[config.mk]
export PLATFORM = sky130hd
export DESIGN_NAME = sdm_alloc_ctl
export DESIGN_NICKNAME = d
export VERILOG_FILES = /design/src/rtl/sdm_alloc_pkg.sv /design/src/rtl/rr_pick.sv /design/src/rtl/sdm_alloc_ctl.sv
export SDC_FILE = /design/constraint.sdc
export NUM_CORES = 1
export LEC_CHECK = 0
export ABC_CLOCK_PERIOD_IN_PS = 4300
export CORE_AREA = 2 2 78 80
export DETAILED_ROUTE_END_ITERATION = 10
export DIE_AREA = 0 0 80 82
export GPL_TIMING_DRIVEN = 0
export SETUP_SLACK_MARGIN = 0.2
export SLEW_MARGIN = 0
export SYNTH_ARGS = -nofsm -noshare
export SYNTH_HDL_FRONTEND = slang
export SYNTH_SLANG_ARGS = --single-unit
[constraint.sdc]
create_clock -name clk -period 4.3 [get_ports clk]
set_input_delay 0.86 -clock clk [delete_from_list [all_inputs] [get_ports clk]]
set_output_delay 0.86 -clock clk [all_outputs]
set_load 0.03 [all_outputs]
[src/rtl/sdm_alloc_pkg.sv]
// Shared types, defaults and width helper for the SDM virtual-circuit allocator.
package sdm_alloc_pkg;

    localparam int unsigned N_DEF = 4;
    localparam int unsigned M_DEF = 4;

    typedef enum logic {IDLE, HOLD} state_t;

    // Index width that never collapses to zero bits.
    function automatic int unsigned clog2_min1(input int unsigned v);
        return (v <= 1) ? 1 : $clog2(v);
    endfunction

endpackage

[src/rtl/rr_pick.sv]
// Cyclic first-one search: picks the first set bit of req at or after ptr, wrapping at W.
module rr_pick
    import sdm_alloc_pkg::*;
#(
    parameter  int unsigned W  = 4,
    localparam int unsigned IW = clog2_min1(W)
) (
    input  logic [W-1:0]  req,
    input  logic [IW-1:0] ptr,
    output logic [W-1:0]  gnt,
    output logic [IW-1:0] idx,
    output logic          valid
);

    localparam logic [IW:0] WLIM = (IW+1)'(W);

    logic [2*W-1:0] dbl;
    logic [W-1:0]   rot;
    logic [IW-1:0]  off;
    logic [IW:0]    sum;

    // Rotate so that bit 0 of rot is the request at ptr.
    assign dbl = {req, req} >> ptr;
    assign rot = dbl[W-1:0];

    always_comb begin
        valid = 1'b0;
        off   = '0;
        for (int k = 0; k < W; k++) begin
            if (!valid && rot[k]) begin
                valid = 1'b1;
                off   = IW'(k);
            end
        end
        sum = {1'b0, ptr} + {1'b0, off};
        if (sum >= WLIM) begin
            sum = sum - WLIM;
        end
        idx = sum[IW-1:0];
        gnt = valid ? (W'(1) << idx) : '0;
    end

endmodule

[src/rtl/sdm_alloc_ctl.sv]
// Round-robin N-client / M-resource allocator holding matches until release and driving
// the M x N crossbar configuration matrix. All outputs come straight from flops.
module sdm_alloc_ctl
    import sdm_alloc_pkg::*;
#(
    parameter  int unsigned N   = N_DEF,
    parameter  int unsigned M   = M_DEF,
    parameter  int unsigned RW  = clog2_min1(M),
    localparam int unsigned NBW = clog2_min1(M + 1)
) (
    input  logic            clk,
    input  logic            rst,
    input  logic [N-1:0]    c_req,
    input  logic [N-1:0]    c_rel,
    output logic [N-1:0]    c_gnt,
    output logic [N*RW-1:0] c_rid,
    input  logic [M-1:0]    r_avail,
    output logic [M-1:0]    r_busy,
    output logic [M*N-1:0]  cfg,
    output logic [NBW-1:0]  n_busy
);

    localparam int unsigned CPW = clog2_min1(N);
    localparam int unsigned RPW = clog2_min1(M);

    state_t            st_q [N];
    state_t            st_d [N];
    logic [M*N-1:0]    cfg_q, cfg_d;
    logic [N*RW-1:0]   rid_q, rid_d;
    logic [M-1:0]      busy_q, busy_d;
    logic [NBW-1:0]    nb_q, nb_d;
    logic [CPW-1:0]    cp_q, cp_d;
    logic [RPW-1:0]    rp_q, rp_d;

    logic [N-1:0]      c_elig, c_oh;
    logic [M-1:0]      r_elig, r_oh;
    logic [CPW-1:0]    c_idx;
    logic [RPW-1:0]    r_idx;
    logic              c_valid, r_valid, alloc;

    always_comb begin
        for (int j = 0; j < N; j++) begin
            c_elig[j] = c_req[j] && (st_q[j] == IDLE);
        end
    end
    assign r_elig = r_avail & ~busy_q;

    rr_pick #(.W(N)) u_pick_client (
        .req   (c_elig),
        .ptr   (cp_q),
        .gnt   (c_oh),
        .idx   (c_idx),
        .valid (c_valid)
    );

    rr_pick #(.W(M)) u_pick_res (
        .req   (r_elig),
        .ptr   (rp_q),
        .gnt   (r_oh),
        .idx   (r_idx),
        .valid (r_valid)
    );

    assign alloc = c_valid && r_valid;

    always_comb begin
        st_d  = st_q;
        cfg_d = cfg_q;
        rid_d = rid_q;

        // Releases only apply to granted clients; the freed column is cleared outright.
        for (int j = 0; j < N; j++) begin
            if (c_rel[j] && (st_q[j] == HOLD)) begin
                st_d[j] = IDLE;
                for (int i = 0; i < M; i++) begin
                    cfg_d[i*N+j] = 1'b0;
                end
            end
        end

        if (alloc) begin
            for (int j = 0; j < N; j++) begin
                if (c_oh[j]) begin
                    st_d[j]          = HOLD;
                    rid_d[j*RW +: RW] = RW'(r_idx);
                end
                for (int i = 0; i < M; i++) begin
                    if (c_oh[j] && r_oh[i]) begin
                        cfg_d[i*N+j] = 1'b1;
                    end
                end
            end
        end

        nb_d = '0;
        for (int i = 0; i < M; i++) begin
            busy_d[i] = |cfg_d[i*N +: N];
            nb_d      = nb_d + NBW'(busy_d[i]);
        end

        cp_d = cp_q;
        rp_d = rp_q;
        if (alloc) begin
            cp_d = (c_idx == CPW'(N - 1)) ? '0 : c_idx + CPW'(1);
            rp_d = (r_idx == RPW'(M - 1)) ? '0 : r_idx + RPW'(1);
        end
    end

    always_ff @(posedge clk) begin
        if (rst) begin
            for (int j = 0; j < N; j++) begin
                st_q[j] <= IDLE;
            end
            cfg_q  <= '0;
            rid_q  <= '0;
            busy_q <= '0;
            nb_q   <= '0;
            cp_q   <= '0;
            rp_q   <= '0;
        end else begin
            for (int j = 0; j < N; j++) begin
                st_q[j] <= st_d[j];
            end
            cfg_q  <= cfg_d;
            rid_q  <= rid_d;
            busy_q <= busy_d;
            nb_q   <= nb_d;
            cp_q   <= cp_d;
            rp_q   <= rp_d;
        end
    end

    always_comb begin
        for (int j = 0; j < N; j++) begin
            c_gnt[j] = (st_q[j] == HOLD);
        end
    end

    assign c_rid  = rid_q;
    assign r_busy = busy_q;
    assign cfg    = cfg_q;
    assign n_busy = nb_q;

endmodule

==> results of run 1 <==
[area by class of cell]
type                            instances  area share
Timing Repair Buffer                   61       0.201
Multi-Input combinational cell        162       0.392
Buffer                                 17      0.0448
Tap cell                               75      0.0326
Sequential cell                        39       0.272
Inverter                               12      0.0174
Clock inverter                          2      0.0122
Clock buffer                            6      0.0287
[per-layer routing]
metal / global-route usage / vias to the layer above
met3: 0.0363 / 6
li1: - / 975
met1: 0.234 / 932
met4: 0.0780 / 0
met5: 0 / -
met2: 0.287 / 41
[synth_stat cells (2+ instances only)]
| cell | count | area [µm²] |
|---|---|---|
| a31o_2 | 2 | 17.5 |
| nand3b_1 | 4 | 30.0 |
| dfxtp_1 | 39 | 781 |
| and2_1 | 2 | 12.5 |
| nand3_1 | 15 | 75.1 |
| buf_2 | 2 | 10.0 |
| nor3b_1 | 2 | 15.0 |
| nand2_1 | 31 | 116 |
| o22ai_1 | 6 | 37.5 |
| clkbuf_1 | 13 | 48.8 |
| o32ai_1 | 4 | 35.0 |
| nand2b_1 | 6 | 37.5 |
| nand4_1 | 9 | 56.3 |
| inv_1 | 11 | 41.3 |
| nor2b_1 | 6 | 37.5 |
| a311oi_1 | 4 | 35.0 |
| a21oi_1 | 28 | 140 |
| ha_1 | 10 | 125 |
| o21ai_0 | 8 | 40.0 |
[state kept, by name, indices dropped and copies added (netlist names)]
| signal | count |
|---|---|
| cp_q | 2 |
| n_busy | 3 |
| r_busy | 4 |
| c_rid | 8 |
| rp_q | 2 |
| c_gnt | 4 |
| cfg | 16 |
[placed cells by master, fill, tap and decap left out, types with 2 or more instances in the layout]
cell,Yosys,final
buf_6,1,2
nand4_1,9,9
dlymetal6s2s_1,0,2
clkdlybuf4s50_1,0,43
inv_2,1,6
ha_2,0,9
nand2_1,31,31
a21oi_1,28,27
inv_1,11,4
nand2b_1,6,6
buf_4,1,15
a311oi_1,4,4
o22ai_1,6,6
buf_8,0,3
o32ai_1,4,4
a31o_2,2,2
and2_1,2,2
nand3b_1,4,4
nand3_1,15,15
dlygate4sd2_1,0,2
dfxtp_1,39,39
buf_2,2,2
o21ai_0,8,6
inv_4,0,2
nor2b_1,6,5
maj3_2,1,2
clkbuf_1,13,8
clkbuf_8,0,7
[power by group through the flow]
stage	Combinational [mW]	Clock (mW)	Sequential, mW
after floorplan	0.943	0	0.791
after global placement	1.65	0	0.587
after detailed placement	1.65	0	0.587
after CTS	1.83	0.321	0.581
after global routing	2.23	0.339	0.602
final	2.04	0.318	0.582
[cells by family (layout without fill, tap and decap cells)]
family	Yosys count	in the layout
buf+inv	29	98
fa+ha+maj	13	13
simple gates	82	82
mux	1	1
flops	39	39
compound gates	63	63
xor+xnor	3	3
[worst paths after layout]
path	startpoint	endpoint	slack, ps	depth (start not counted)
setup / recovery	r_avail[0]	n_busy[1]$_SDFF_PP0_	350	14
hold / removal	c_rid[6]$_SDFFE_PP0P_	c_rid[6]$_SDFFE_PP0P_	490	2
setup reg to reg	cp_q[0]$_SDFFE_PP0P_	n_busy[1]$_SDFF_PP0_	500	17
hold reg to reg	c_rid[6]$_SDFFE_PP0P_	c_rid[6]$_SDFFE_PP0P_	490	2
[worst reg2reg max path, stage by stage (launching register included)]
cell and delay [ps]:
dfxtp_1 340, clkbuf_1 370, nand3b_1 190, o31a_1 150, nor2_1 120, o21ai_1 80, o31ai_1 70, ha_2 330
xnor2_2 120, ha_2 210, buf_8 120, inv_4 40, nand4_1 190, a31o_2 340, fa_1 440, ha_2 180
ha_1 250, nor2b_1 120
[stage by stage]
stage / setup WS (ps) / hold slack (ps) / TNS [ps] / power [mW] / utilization
floorplan: 380 / 465 / 0 / 1.73 / -
global placement: -504 / 477 / -1230 / 2.23 / 0.438
detailed placement: -529 / 476 / -1330 / 2.24 / 0.438
CTS: 212 / 488 / 0 / 2.73 / 0.480
global route: 204 / 513 / 0 / 3.17 / 0.500
finish: 346 / 486 / 0 / 2.94 / 0.500
[repair_timing]
action,CTS,global route
gates resized for setup,29,25
setup endpoints to repair,3,3
buffers inserted,5,9
pin swaps,13,15
==> impl_metrics.tcl, run 1 <==
set metrics [dict create \
    routed.top_layer "met4" \
    wl_met3_um 195 \
    synth.mux.area_fraction 0.00512 \
    cts.sinks 39 \
    crit_required_ps 4470 \
    leakagePower_nw 1.09 \
    synth_cell_types 47 \
    dr.pass1.iters 4 \
    synth-seq-cells 39 \
    antenna_found_initial 0 \
    p_int_mw 1.63 \
    path_clk_slew_ps 90 \
    fill_cells 578 \
    cpLargestDelayFamily "adder cells" \
    worst_path_largest_cell_delay_ps 460 \
    rsz0062_at_grt "no" \
    cts_max_level 2 \
    num_vias 1954 \
    gp_congestion 0.864 \
    initial_core_util 0.340 \
    m1WireLength_um 2620 \
    power_density_nw_per_um2 1020 \
    synth_compound_area_frac 0.205 \
    seq_area_um2 781 \
    ys.flop_type "dfxtp_1" \
    synth-xor-area-share 0.0231 \
    tightest_slew_ps 559 \
    wl_met2_um 2770 \
    yosysWarnings 0 \
    multiInputGateArea_um2 1130 \
    synth_top_family_by_area "simple AND/OR/NAND/NOR gates" \
    setup_viol 0 \
    routed_wl_um 5640 \
    cts-root-buf "clkbuf_8" \
    path_common_cell "ha_2" \
    rows 28 \
    nets 323 \
    max_slew_margin 0.627 \
    fmax_ghz 0.253 \
    clk_latency_ps 300 \
    synth-adder-area-share 0.0852 \
    startpoint_type "input port" \
    critPathKind "input port to flop" \
    final-hold-violation-count 0 \
    combPwrFrac 0.694 \
    synthCells 230 \
    seq_power_share 0.198 \
    drc 0 \
    post-route-period-util 0.920 \
    place_inst 352 \
    end_kind "flop" \
    period_needed_ps 3950 \
    cts_buffer_depth 2 \
    dpl.hpwl_um 3950 \
    syn_to_final_growth_pct 47.2 \
    synthSimpleGateAreaFrac 0.219 \
    async_flop_share 0 \
    die_area_um2 6560 \
    final_cells 374 \
    worstPathArrival_ps 4120 \
    vdd_drop_max_mv 0.409 \
    grt_max_degree 13 \
    dieWidth_um 80 \
    hold_class "flop to flop" \
    max-cap-violations 0 \
    diodes 0 \
    grt_usage 0.179 \
    cts_tree "done" \
    path_max_fanout 9 \
    switchingPower_mw 1.32 \
    wl_per_cell_um 15.1 \
    netSwitchingFraction 0.447 \
    synth-seq-area-share 0.400 \
    syn_avg_cell_area_um2 8.49 \
    pwr-share-clk 0.108 \
    grt_pass1_vias 1905 \
    drt.antenna.violating_nets 0 \
    finalInstanceArea_um2 2880 \
    final_max_slew_viol_count 0 \
    cts_hold_buffers 0 \
    core_region_area_um2 5750 \
    layout-drive-gt1-share 0.204 \
    placed_area_um2 2520 \
    critPathBufInv 3 \
    grt_pass1_wl_um 9070 \
    drt_iter0_markers 118 \
    syn-num-nets 255 \
    fin_worst_skew_ps 13.5 \
    status "finished, final reports clean" \
    die_h_um 82 \
    cts_made_buffers 5 \
    portBuffers 47 \
    synth_area_um2 1950 \
    via_per_inst 5.22 \
    io_pins 49 \
    synth-edff-count 0 \
    slowest_stage "clkdlybuf4s50_1" \
    grt_overflow 0 \
    path_cells "clkdlybuf4s50_1, or3b_4, a21oi_2, o21ai_0, o2bb2ai_1, ha_2, buf_4, inv_2, ha_2, a31o_2, fa_1, ha_2, ha_1, nor2b_1" \
]
(Power assumes the default switching activity.)
==> run 2, diff against run 1 <==
CORE_AREA = 2 2 86 88   (was 2 2 78 80)
DIE_AREA = 0 0 88 90   (was 0 0 80 82)
==> run 2 against run 1 <==
Sequential share of layout area increased by 0.11 points; cell count is 5.1% higher; fmax shrank 1.1%; first-iteration DRC count grew 14%.
==> impl_metrics.tcl, run 2 (synthesis gave the netlist of run 1 again) <==
set metrics [dict create \
    grt_usage 0.149 \
    wl_per_cell_um 14.5 \
    clk_latency_ps 290 \
    via_per_inst 4.93 \
    critPathKind "input port to flop" \
    grt_pass1_wl_um 9320 \
    antenna_found_initial 0 \
    leakagePower_nw 1.06 \
    worstPathArrival_ps 4170 \
    cts.sinks 39 \
    place_inst 376 \
    final_cells 393 \
    diodes 0 \
    largest_reg_flops 16 \
    period_needed_ps 4000 \
    pwr-share-clk 0.086 \
    final_cell_mix "clkdlybuf4s50_1, dfxtp_1, nand2_1" \
    crit_required_ps 4470 \
    io_pins 49 \
    dpl.hpwl_um 4180 \
    seq_power_share 0.201 \
    m1WireLength_um 2460 \
    rsz0062_at_grt "no" \
    vdd_drop_max_mv 0.302 \
    initial_core_util 0.278 \
    place_ws_ps -582 \
    routed_wl_um 5700 \
    fill_cells 707 \
    gp_congestion 0.843 \
    max-cap-violations 0 \
    cts_tree "done" \
    slowest_stage "clkdlybuf4s50_1" \
    die_area_um2 7920 \
    path_common_cell "ha_2" \
    final_common_cell "clkdlybuf4s50_1" \
    layout-drive-gt1-share 0.184 \
    grt_max_degree 12 \
    drc 0 \
    path_cells "clkdlybuf4s50_1, or3b_4, a21oi_1, o21ai_0, o2bb2ai_1, ha_1, xnor2_4, buf_4, ha_2, a31o_2, fa_1, ha_2, ha_4, nor2b_4" \
    die_h_um 90 \
    netSwitchingFraction 0.458 \
    drt.antenna.violating_nets 0 \
    end_kind "flop" \
    fmax_ghz 0.250 \
    wl_met2_um 2770 \
    rows 31 \
    placed_area_um2 2550 \
    power_density_nw_per_um2 1010 \
    dieWidth_um 88 \
    path_max_fanout 10 \
    core_region_area_um2 7020 \
    cts_max_level 2 \
    p_total_mw 2.90 \
    worst_path_largest_cell_delay_ps 480 \
    path_clk_slew_ps 70 \
    tns_ps 0 \
    r2r_setup_slack_ps 560 \
    setup_slack_ps 300 \
    p_int_mw 1.57 \
    setup_viol 0 \
    syn_to_final_growth_pct 46.6 \
    finalInstanceArea_um2 2860 \
    final_max_slew_viol_count 0 \
    drt_iter0_markers 134 \
    wl_met3_um 380 \
    grt_pass1_vias 1952 \
    tightest_slew_ps 521 \
    startpoint_type "input port" \
    grt_overflow 0 \
    dr.pass1.iters 4 \
    hold_class "flop to flop" \
    cts_made_buffers 5 \
    portBuffers 47 \
    cts_buffer_depth 2 \
    routed.top_layer "met4" \
    fin_worst_skew_ps 2.77 \
    post-route-period-util 0.930 \
    switchingPower_mw 1.33 \
    final-hold-violation-count 0 \
    nets 319 \
    cts-root-buf "clkbuf_8" \
    num_vias 1938 \
    max_slew_margin 0.652 \
    combPwrFrac 0.713 \
    status "finished, final reports clean" \
]
## run 2: cell types whose count changed in the layout (fill, tap and decap cells not counted), moves of 2 or more
cell / change
buf_4: -3
inv_2: -2
inv_1: +2
ha_2: -2
ha_4: +2
## run 2: metrics by stage
| stage | hold slack [ps] | util |
|---|---|---|
| after floorplan | 465 | - |
| after global placement | 468 | 0.363 |
| after detailed placement | 476 | 0.363 |
| after CTS | 494 | 0.395 |
| after global routing | 521 | 0.408 |
| final | 491 | 0.408 |
## run 2: repair_timing
| item | in CTS | in global routing |
|---|---|---|
| endpoints found under the setup margin | 3 | 3 |
| hold buffers | 0 | 0 |
| setup buffers | 7 | 3 |
| resized for setup | 28 | 23 |
| hold endpoints to repair | 0 | 0 |
| pin swaps | 12 | 11 |
## run 2: path summary, 6_finish.rpt
path / end / cells past startpoint / startpoint
max: n_busy[1]$_SDFF_PP0_ / 14 / r_avail[0]
min reg2reg: cfg[2]$_SDFF_PP0_ / 2 / cfg[2]$_SDFF_PP0_
max reg2reg: n_busy[1]$_SDFF_PP0_ / 14 / cp_q[0]$_SDFFE_PP0P_
min: cfg[2]$_SDFF_PP0_ / 2 / cfg[2]$_SDFF_PP0_
## run 2: final cells by class
type | instances | area [µm²] | share of cell area
buffer | 17 | 124 | 0.0433
clock inverter | 1 | 5.00 | 0.00175
timing repair buffer | 57 | 548 | 0.191
tap | 99 | 124 | 0.0433
multi-input combinational | 162 | 1150 | 0.401
clock buffer | 6 | 82.6 | 0.0288
sequential | 39 | 781 | 0.273
inverter | 12 | 50.0 | 0.0175
## run 2: routing by layer
layer  vias to the layer above  global-route usage
li1                        955                   -
met1                       912               0.188
met2                        61               0.247
met3                        10              0.0340
met4                         0              0.0474
met5                         -                   0
## run 2: worst max-delay path, delay by kind of cell
family	cells	cell delay, ps
xor+xnor	1	260
fa+ha+maj	5	1310
simple gates	2	500
buf+inv	2	700
compound gates	4	540
## run 2: power groups by stage
stage / Sequential (mW) / Clock (mW) / Combinational [mW]
2_1_floorplan: 0.791 / 0 / 0.943
3_3_place_gp: 0.589 / 0 / 1.64
3_5_place_dp: 0.590 / 0 / 1.66
4_1_cts: 0.584 / 0.257 / 1.88
5_1_grt: 0.599 / 0.269 / 2.26
6_report: 0.582 / 0.251 / 2.07
